[config.mk]
export PLATFORM = sky130hd
export DESIGN_NAME = mp64_trng_health
export DESIGN_NICKNAME = d
export VERILOG_FILES = /design/src/rtl/mp64_trng_health.sv
export SDC_FILE = /design/constraint.sdc
export NUM_CORES = 1
export LEC_CHECK = 0
export CORE_MARGIN = 2
export CORE_UTILIZATION = 40
export CTS_BUF_LIST = sky130_fd_sc_hd__clkbuf_2 sky130_fd_sc_hd__clkbuf_4 sky130_fd_sc_hd__clkbuf_8
export DETAILED_ROUTE_END_ITERATION = 10
export PLACE_DENSITY = 0.72
export SETUP_SLACK_MARGIN = 0.5
export SYNTH_ARGS = -nofsm -noshare
export SYNTH_HDL_FRONTEND = slang
export SYNTH_SLANG_ARGS = --single-unit
[constraint.sdc]
create_clock -name clk -period 3.6 [get_ports clk]
set_input_delay 0.9 -clock clk [delete_from_list [all_inputs] [get_ports clk]]
set_output_delay 0.9 -clock clk [all_outputs]
set_load 0.02 [all_outputs]
[src/rtl/mp64_trng_health.sv]
// mp64_trng_health: online health tests for a raw TRNG bit stream.
// A repetition-count test (RCT) and an adaptive-proportion test (APT) watch
// every accepted sample. After one clean APT window the block enters RUN and
// packs samples MSB-first into 64-bit words for the entropy pool.
module mp64_trng_health #(
  parameter int RCT_CUTOFF = 21,
  parameter int APT_WINDOW = 1024,
  parameter int APT_CUTOFF = 589
) (
  input  logic        clk,
  input  logic        rst_n,
  input  logic        raw_bit,
  input  logic        raw_valid,
  input  logic        clear_alarm,
  output logic [63:0] out_data,
  output logic        out_valid,
  input  logic        out_ready,
  output logic        healthy,
  output logic        alarm,
  output logic [1:0]  alarm_cause,
  output logic        overrun
);

  localparam int RW = $clog2(RCT_CUTOFF + 1);
  localparam int MW = $clog2(APT_CUTOFF + 1);
  localparam int WW = (APT_WINDOW > 1) ? $clog2(APT_WINDOW) : 1;

  typedef enum logic [1:0] {STARTUP, RUN, ALARM} state_t;

  state_t        state;
  logic [RW-1:0] rep_count;
  logic          last_bit;
  logic [WW-1:0] win_count;
  logic [MW-1:0] match_count;
  logic          ref_bit;
  logic [63:0]   shift;
  logic [5:0]    bit_count;

  logic          accept;
  logic          rct_hit;
  logic          apt_hit;
  logic          win_last;
  logic [RW-1:0] rep_next;
  logic [MW-1:0] match_next;
  logic [63:0]   word_next;

  // Health-test next values for the sample offered this cycle.
  always_comb begin
    accept     = raw_valid && (state != ALARM) && !clear_alarm;
    // rep_count of zero means no sample seen since reset/clear
    rep_next   = ((rep_count != '0) && (raw_bit == last_bit)) ? rep_count + RW'(1) : RW'(1);
    // win_count of zero means this sample opens a window and becomes the reference
    if (win_count == '0)
      match_next = MW'(1);
    else if (raw_bit == ref_bit)
      match_next = match_count + MW'(1);
    else
      match_next = match_count;
    win_last   = (win_count == WW'(APT_WINDOW - 1));
    rct_hit    = accept && (rep_next == RW'(RCT_CUTOFF));
    apt_hit    = accept && (match_next == MW'(APT_CUTOFF));
    word_next  = {shift[62:0], raw_bit};
  end

  // FSM, health counters, word assembly and output handshake.
  always_ff @(posedge clk or negedge rst_n) begin
    if (!rst_n) begin
      state       <= STARTUP;
      rep_count   <= '0;
      last_bit    <= 1'b0;
      win_count   <= '0;
      match_count <= '0;
      ref_bit     <= 1'b0;
      shift       <= '0;
      bit_count   <= '0;
      out_data    <= '0;
      out_valid   <= 1'b0;
      healthy     <= 1'b0;
      alarm       <= 1'b0;
      alarm_cause <= '0;
      overrun     <= 1'b0;
    end else begin
      overrun <= 1'b0;
      // a completed handshake drops out_valid unless a new word loads below
      if (out_valid && out_ready)
        out_valid <= 1'b0;

      if (state == ALARM) begin
        if (clear_alarm) begin
          state       <= STARTUP;
          alarm       <= 1'b0;
          alarm_cause <= '0;
          rep_count   <= '0;
          win_count   <= '0;
          match_count <= '0;
          shift       <= '0;
          bit_count   <= '0;
        end
      end else if (rct_hit || apt_hit) begin
        state       <= ALARM;
        alarm       <= 1'b1;
        healthy     <= 1'b0;
        alarm_cause <= {apt_hit, rct_hit};
        out_valid   <= 1'b0;
        shift       <= '0;
        bit_count   <= '0;
      end else if (accept) begin
        rep_count   <= rep_next;
        last_bit    <= raw_bit;
        match_count <= match_next;
        if (win_count == '0)
          ref_bit <= raw_bit;
        win_count <= win_last ? '0 : win_count + WW'(1);

        if (state == STARTUP) begin
          if (win_last) begin
            state     <= RUN;
            healthy   <= 1'b1;
            shift     <= '0;
            bit_count <= '0;
          end
        end else begin
          shift     <= word_next;
          bit_count <= bit_count + 6'd1;
          if (bit_count == 6'd63) begin
            if (!out_valid || out_ready) begin
              out_data  <= word_next;
              out_valid <= 1'b1;
            end else begin
              overrun <= 1'b1;
            end
          end
        end
      end
    end
  end

endmodule

* Yosys cells after proc, flatten, opt, wreduce, memory -nomap -nowiden
Cells that the tools add are included.
Storage, ports and cells: register bits 168, input bits 6, output and inout port bits 70, word-level logic and storage cells 116
Operators by class: add/subtract/negate cells 4, eq/ne operators 11, muxes and demuxes 55, bitwise operators 3, reductions and logical operators 29
Operator list (number):
- 2-to-1 mux 63 bit | 6
- 2-to-1 mux 10 bit | 10
- 2-to-1 mux 6 bit | 6
- 2-to-1 mux 5 bit | 5
- adder 10 x 1 -> 10 bit, second input constant | 2
- equality test 10 bit, second input constant | 2
- 2-to-1 mux 1 bit | 20
- 2-to-1 mux 2 bit | 8
- AND reduction 4 bit | 3
- logical NOT 10 bit | 1
- nonzero test 2 bit | 5
- AND reduction 3 bit | 3
- nonzero test 3 bit | 3
- adder 6 x 1 -> 6 bit, second input constant | 1
- equality test 6 bit, second input constant | 1
- logical AND 1 bit | 6
- != test 2 bit, second input constant | 3
- AND reduction 6 bit | 1
- adder 5 x 1 -> 5 bit, second input constant | 1
- equality test 5 bit, second input constant | 1
- nonzero test 5 bit | 1
- != test 4 bit, second input constant | 1
- NOT 1 bit | 3
- equality test 1 bit | 2
- 5 further kinds | 7

* Longest topological paths before layout
word-level depth 8, depth in mapped cells 13, depth with buffers taken out 10

* Least setup slack after synthesis
No wires, ideal clock.
path kind input port to flip-flop, start point input raw_bit, end point register shift[14], library setup time 0.121 ns, data arrival time 3.095 ns, data required time 3.479 ns, slack 0.384 ns, stages 12, path buffers 5, path through buf_4 > xor2_4 > buf_6 > nor4_2 > o22ai_1 > or3_4 > o21a_1 > and3_1 > clkbuf_1 > buf_6 > buf_6 > a22o_1
Between the ends: word-level cells in the longest chain between the ends 8, elaborated cells between the ends (all ways) 16, classes of those cells 5 x eq/ne; 5 x mux; 6 x reduce/logical
Ends and longest elaborated chain:
- start: declaration | RTL line 12 | input logic raw_bit,
- equality test 1 bit, on equally long branches | RTL line 55, 51
- 2-to-1 mux 10 bit or logical AND 1 bit (tied branches) | RTL line 55, 51
- 2-to-1 mux 10 bit or 2-to-1 mux 5 bit (tied branches) | RTL line 53, 51
- equality test 10 bit or equality test 5 bit (tied branches) | RTL line 61, 60
- logical AND 1 bit, on equally long branches | RTL line 61, 60
- logical OR 1 bit (*) | RTL line 99 | end else if (rct_hit || apt_hit) begin
- != test 4 bit (no source line) (tied with other cells)
- AND reduction 3 bit (no source line) or 2-to-1 mux 63 bit (tied branches)
- end signal: assignment | RTL line 123 | shift <= word_next;
- end: declaration | RTL line 36 | logic [63:0] shift;
Mark *: on every way between the ends. The rest lies on a longest branch, timed or not. A chain may end at the register's enable or synchronous reset.

* Final worst setup path
start point input clear_alarm, end point register shift[43]
Between the ends: word-level cells in the longest chain between the ends 6, elaborated cells between the ends (all ways) 11, classes of those cells 2 x eq/ne; 2 x mux; 7 x reduce/logical
Ends and longest elaborated chain:
- start: declaration | RTL line 14 | input logic clear_alarm,
- logical NOT 1 bit | RTL line 49 | accept = raw_valid && (state != ALARM) && !clear_alarm;
- logical AND 1 bit | RTL line 49
- logical AND 1 bit, on equally long branches | RTL line 60, 61
- logical OR 1 bit | RTL line 99
- != test 4 bit (no source line) (tied with other cells)
- AND reduction 3 bit (no source line) or 2-to-1 mux 63 bit (tied branches)
Parallel ways exist; a longest one is shown, timed or not.

==> qor.yml <==
die:
  initial_core_util_pct: 40.6
  die_w_um: 136
  die_area_um2: 18600
  io_pins: 76
  fp-row-count: 48
  die_h_um: 136
  coreArea_um2: 17200
setup_path:
  arrival_ns: 3.33
  crit_path_start_kind: "input port"
  worst-endpoint-required_ns: 3.94
  critPathKind: "in2reg"
  r2r_slack_ns: 0.66
  critPathMaxFanout: 39
  cp-end-kind: "flop"
final_layout:
  finalCoreUtilization_pct: 50.6
  final_layout_size_suffix_gt1_share_pct: 14.0
  area_delta_synth_final_pct: 24.6
  finalInstanceArea_um2: 8730
  finalNonFillerCells: 877
  diodes: 0
  fin_nets: 651
global_routing:
  top_usage_layer: "met2"
  grt_pass1_wl_um: 24900
  grt_util_all_layers_pct: 16.9
  grt_pass1_vias: 4929
  grt_overflow: 0
  grt_antenna_before_repair: 0
  use_met2_pct: 27.6
  grt_use_met1_pct: 22.3
  grt_max_degree: 78
  grtUsageMet3_pct: 3.58
route:
  ant_nets: 0
  drt_first_iter_violations: 421
  routed_wl_um: 14400
  viasPerCell: 5.48
  vias: 4807
  drtPass1Iterations: 5
  drc_errors: 0
  wl_per_cell_um: 16.5
yosys:
  syn-instance-count: 542
  synth.area.top_cells: "dfrtp_1 (60%), mux2_1 (11%), a22o_1 (8.4%)"
  synth_area_per_cell_um2: 12.9
  synth_nets: 554
  syn-cell-area_um2: 7010
  yosysTopAreaCell: "dfrtp_1"
  netlist.area_leader.share_pct: 60.0
  ys_ff_latch: 168
  synth_ff_type: "dfrtp_1"
  async_flop_share_pct: 100
  yosysUniqueCellTypes: 52
  synth-edff-count: 0
  yosys_warnings: 0
  seq_area_frac_synth_pct: 60.0
sta:
  tightest_slew_ns: 0.692
  grt_setup_unrepaired: "no"
  slew-limit-headroom_pct: 53.9
  fmax_ghz: 0.335
  timing.hold.ws_ns: 0.457
  setup_viol_count_final: 0
  post-route-period-util_pct: 83.0
  hold_violations: 0
  drv_slew: 0
  fin_worst_skew_ns: 0.00853
  tns_ns: 0
  min_period_ns: 2.99
cts:
  cts_sinks: 168
  cts_buffers: 17
  clk_latency_ns: 0.45
  htree_levels: 4
  clock_path_buffers: 2
  cts_tree: "built"
  cts.reportedPaths.clkPinSlew_ns: 0.09
  root_buffer: "clkbuf_8"
place:
  dp.cells: 843
  dp_hpwl_um: 9880
  place_congestion: 0.851
  place_area_um2: 8320
  io_buffer_count: 75
power:
  peakVddDrop_mv: 0.229
  p_leak_nw: 4.07
  cellPowerDensity_nw_per_um2: 425
min_path:
  hp-class: "in2async"
job:
  drv_cap: 0
outcome:
  status: "complete, no violations"
## final timing paths
kind                                                 start                       end  cells past startpoint
worst max-delay path                           clear_alarm     shift[43]$_DFFE_PN0P_                      9
max in group asynchronous                            rst_n   out_data[1]$_DFFE_PN0P_                      2
worst max register to register  match_count[0]$_DFFE_PN0P_  out_data[62]$_DFFE_PN0P_                     10
worst min register to register    out_data[40]$_DFFE_PN0P_  out_data[40]$_DFFE_PN0P_                      1
min in group clk                  out_data[40]$_DFFE_PN0P_  out_data[40]$_DFFE_PN0P_                      1
worst min-delay path                                 rst_n  out_data[51]$_DFFE_PN0P_                      1
## critical path: stages
cell and delay [ns]:
clkdlybuf4s50_1 0.45, nand2b_1 0.18, nor3_2 0.20, o2111ai_2 0.16, or3_4 0.43, o21a_2 0.27
and3_2 0.28, buf_12 0.19, a22o_1 0.24
## cells by family (layout without fill, tap and decap cells)
group / after synthesis / count (layout) / share of synthesized area [%]
and+or+nand+nor: 109 / 109 / 8.54
buffers and inverters: 45 / 154 / 3.20
DFF: 168 / 168 / 60.0
AOI/OAI and AO/OA: 138 / 138 / 15.0
adders and majority gates: 6 / 6 / 1.07
xor gates and xnor gates: 7 / 8 / 1.14
muxes: 69 / 69 / 11.1
## cell usage in the layout (no fill, tap or decap), types with 7 or more instances in the layout
cell type / count
dfrtp_1: 168
clkdlybuf4s50_1: 73
a22o_1: 67
mux2_1: 66
nand2_1: 24
buf_4: 23
nand3_1: 19
clkbuf_8: 18
o21ai_0: 17
nor2_1: 13
inv_1: 12
buf_12: 12
a21oi_1: 11
o31ai_1: 10
nand4_1: 8
nand2b_1: 7
## area by class of cell
type	instances	area, um2
Clock buffer	20	263
Clock inverter	12	120
Fill cell	1473	8510
Inverter	12	45.0
Multi-Input combinational cell	330	2660
Sequential cell	168	4200
Tap cell	225	282
Timing Repair Buffer	110	1160
## power breakdown
group / switching, mW / internal [mW] / total [mW] / leakage (nW)
Clock: 0.706 / 0.592 / 1.30 / 0.190
Combinational: 0.190 / 0.141 / 0.331 / 1.57
Sequential: 0.112 / 1.97 / 2.08 / 2.31
Total: 1.01 / 2.70 / 3.71 / 4.07
## per-layer routing
layer	vias up	share of wire, %
met5	-	0
met4	0	1.3
met3	21	4.8
met2	161	49
met1	2436	45
li1	2189	-
## Yosys cell counts, types with 4 or more instances
master	instances
and3_1	7
mux2_1	66
o21ai_0	17
inv_1	12
buf_2	11
dfrtp_1	168
nand2b_1	7
o21ai_1	5
o31ai_1	10
o31a_1	4
o21a_1	4
a21oi_1	12
a22o_1	67
ha_1	6
buf_6	5
nor2_1	13
nand2_1	24
nor2b_1	6
nand3_1	19
or2_2	4
nor3_1	4
nand4_1	8
clkbuf_1	16
## repair_timing
item,CTS,global route
buffers inserted,1,0
hold buffers,0,0
setup endpoints to repair,156,149
resized for setup,2,4
gates cloned,1,0
pin swaps,1,1
## state kept, by name, indices dropped and copies added, names as in the netlist, 2 cells and up
signal,cells
out_data,64
match_count,10
state,2
win_count,10
shift,63
bit_count,6
alarm_cause,2
rep_count,5
## through the flow
step                      setup WS, ns  power (mW)
final                            0.612        3.71
after global routing             0.549        3.89
after CTS                        0.508        3.75
after detailed placement        -0.283        2.44
after global placement          -0.188        2.41
after floorplan                  0.452        2.30
Note: power is estimated with default switching activity, not from simulation.
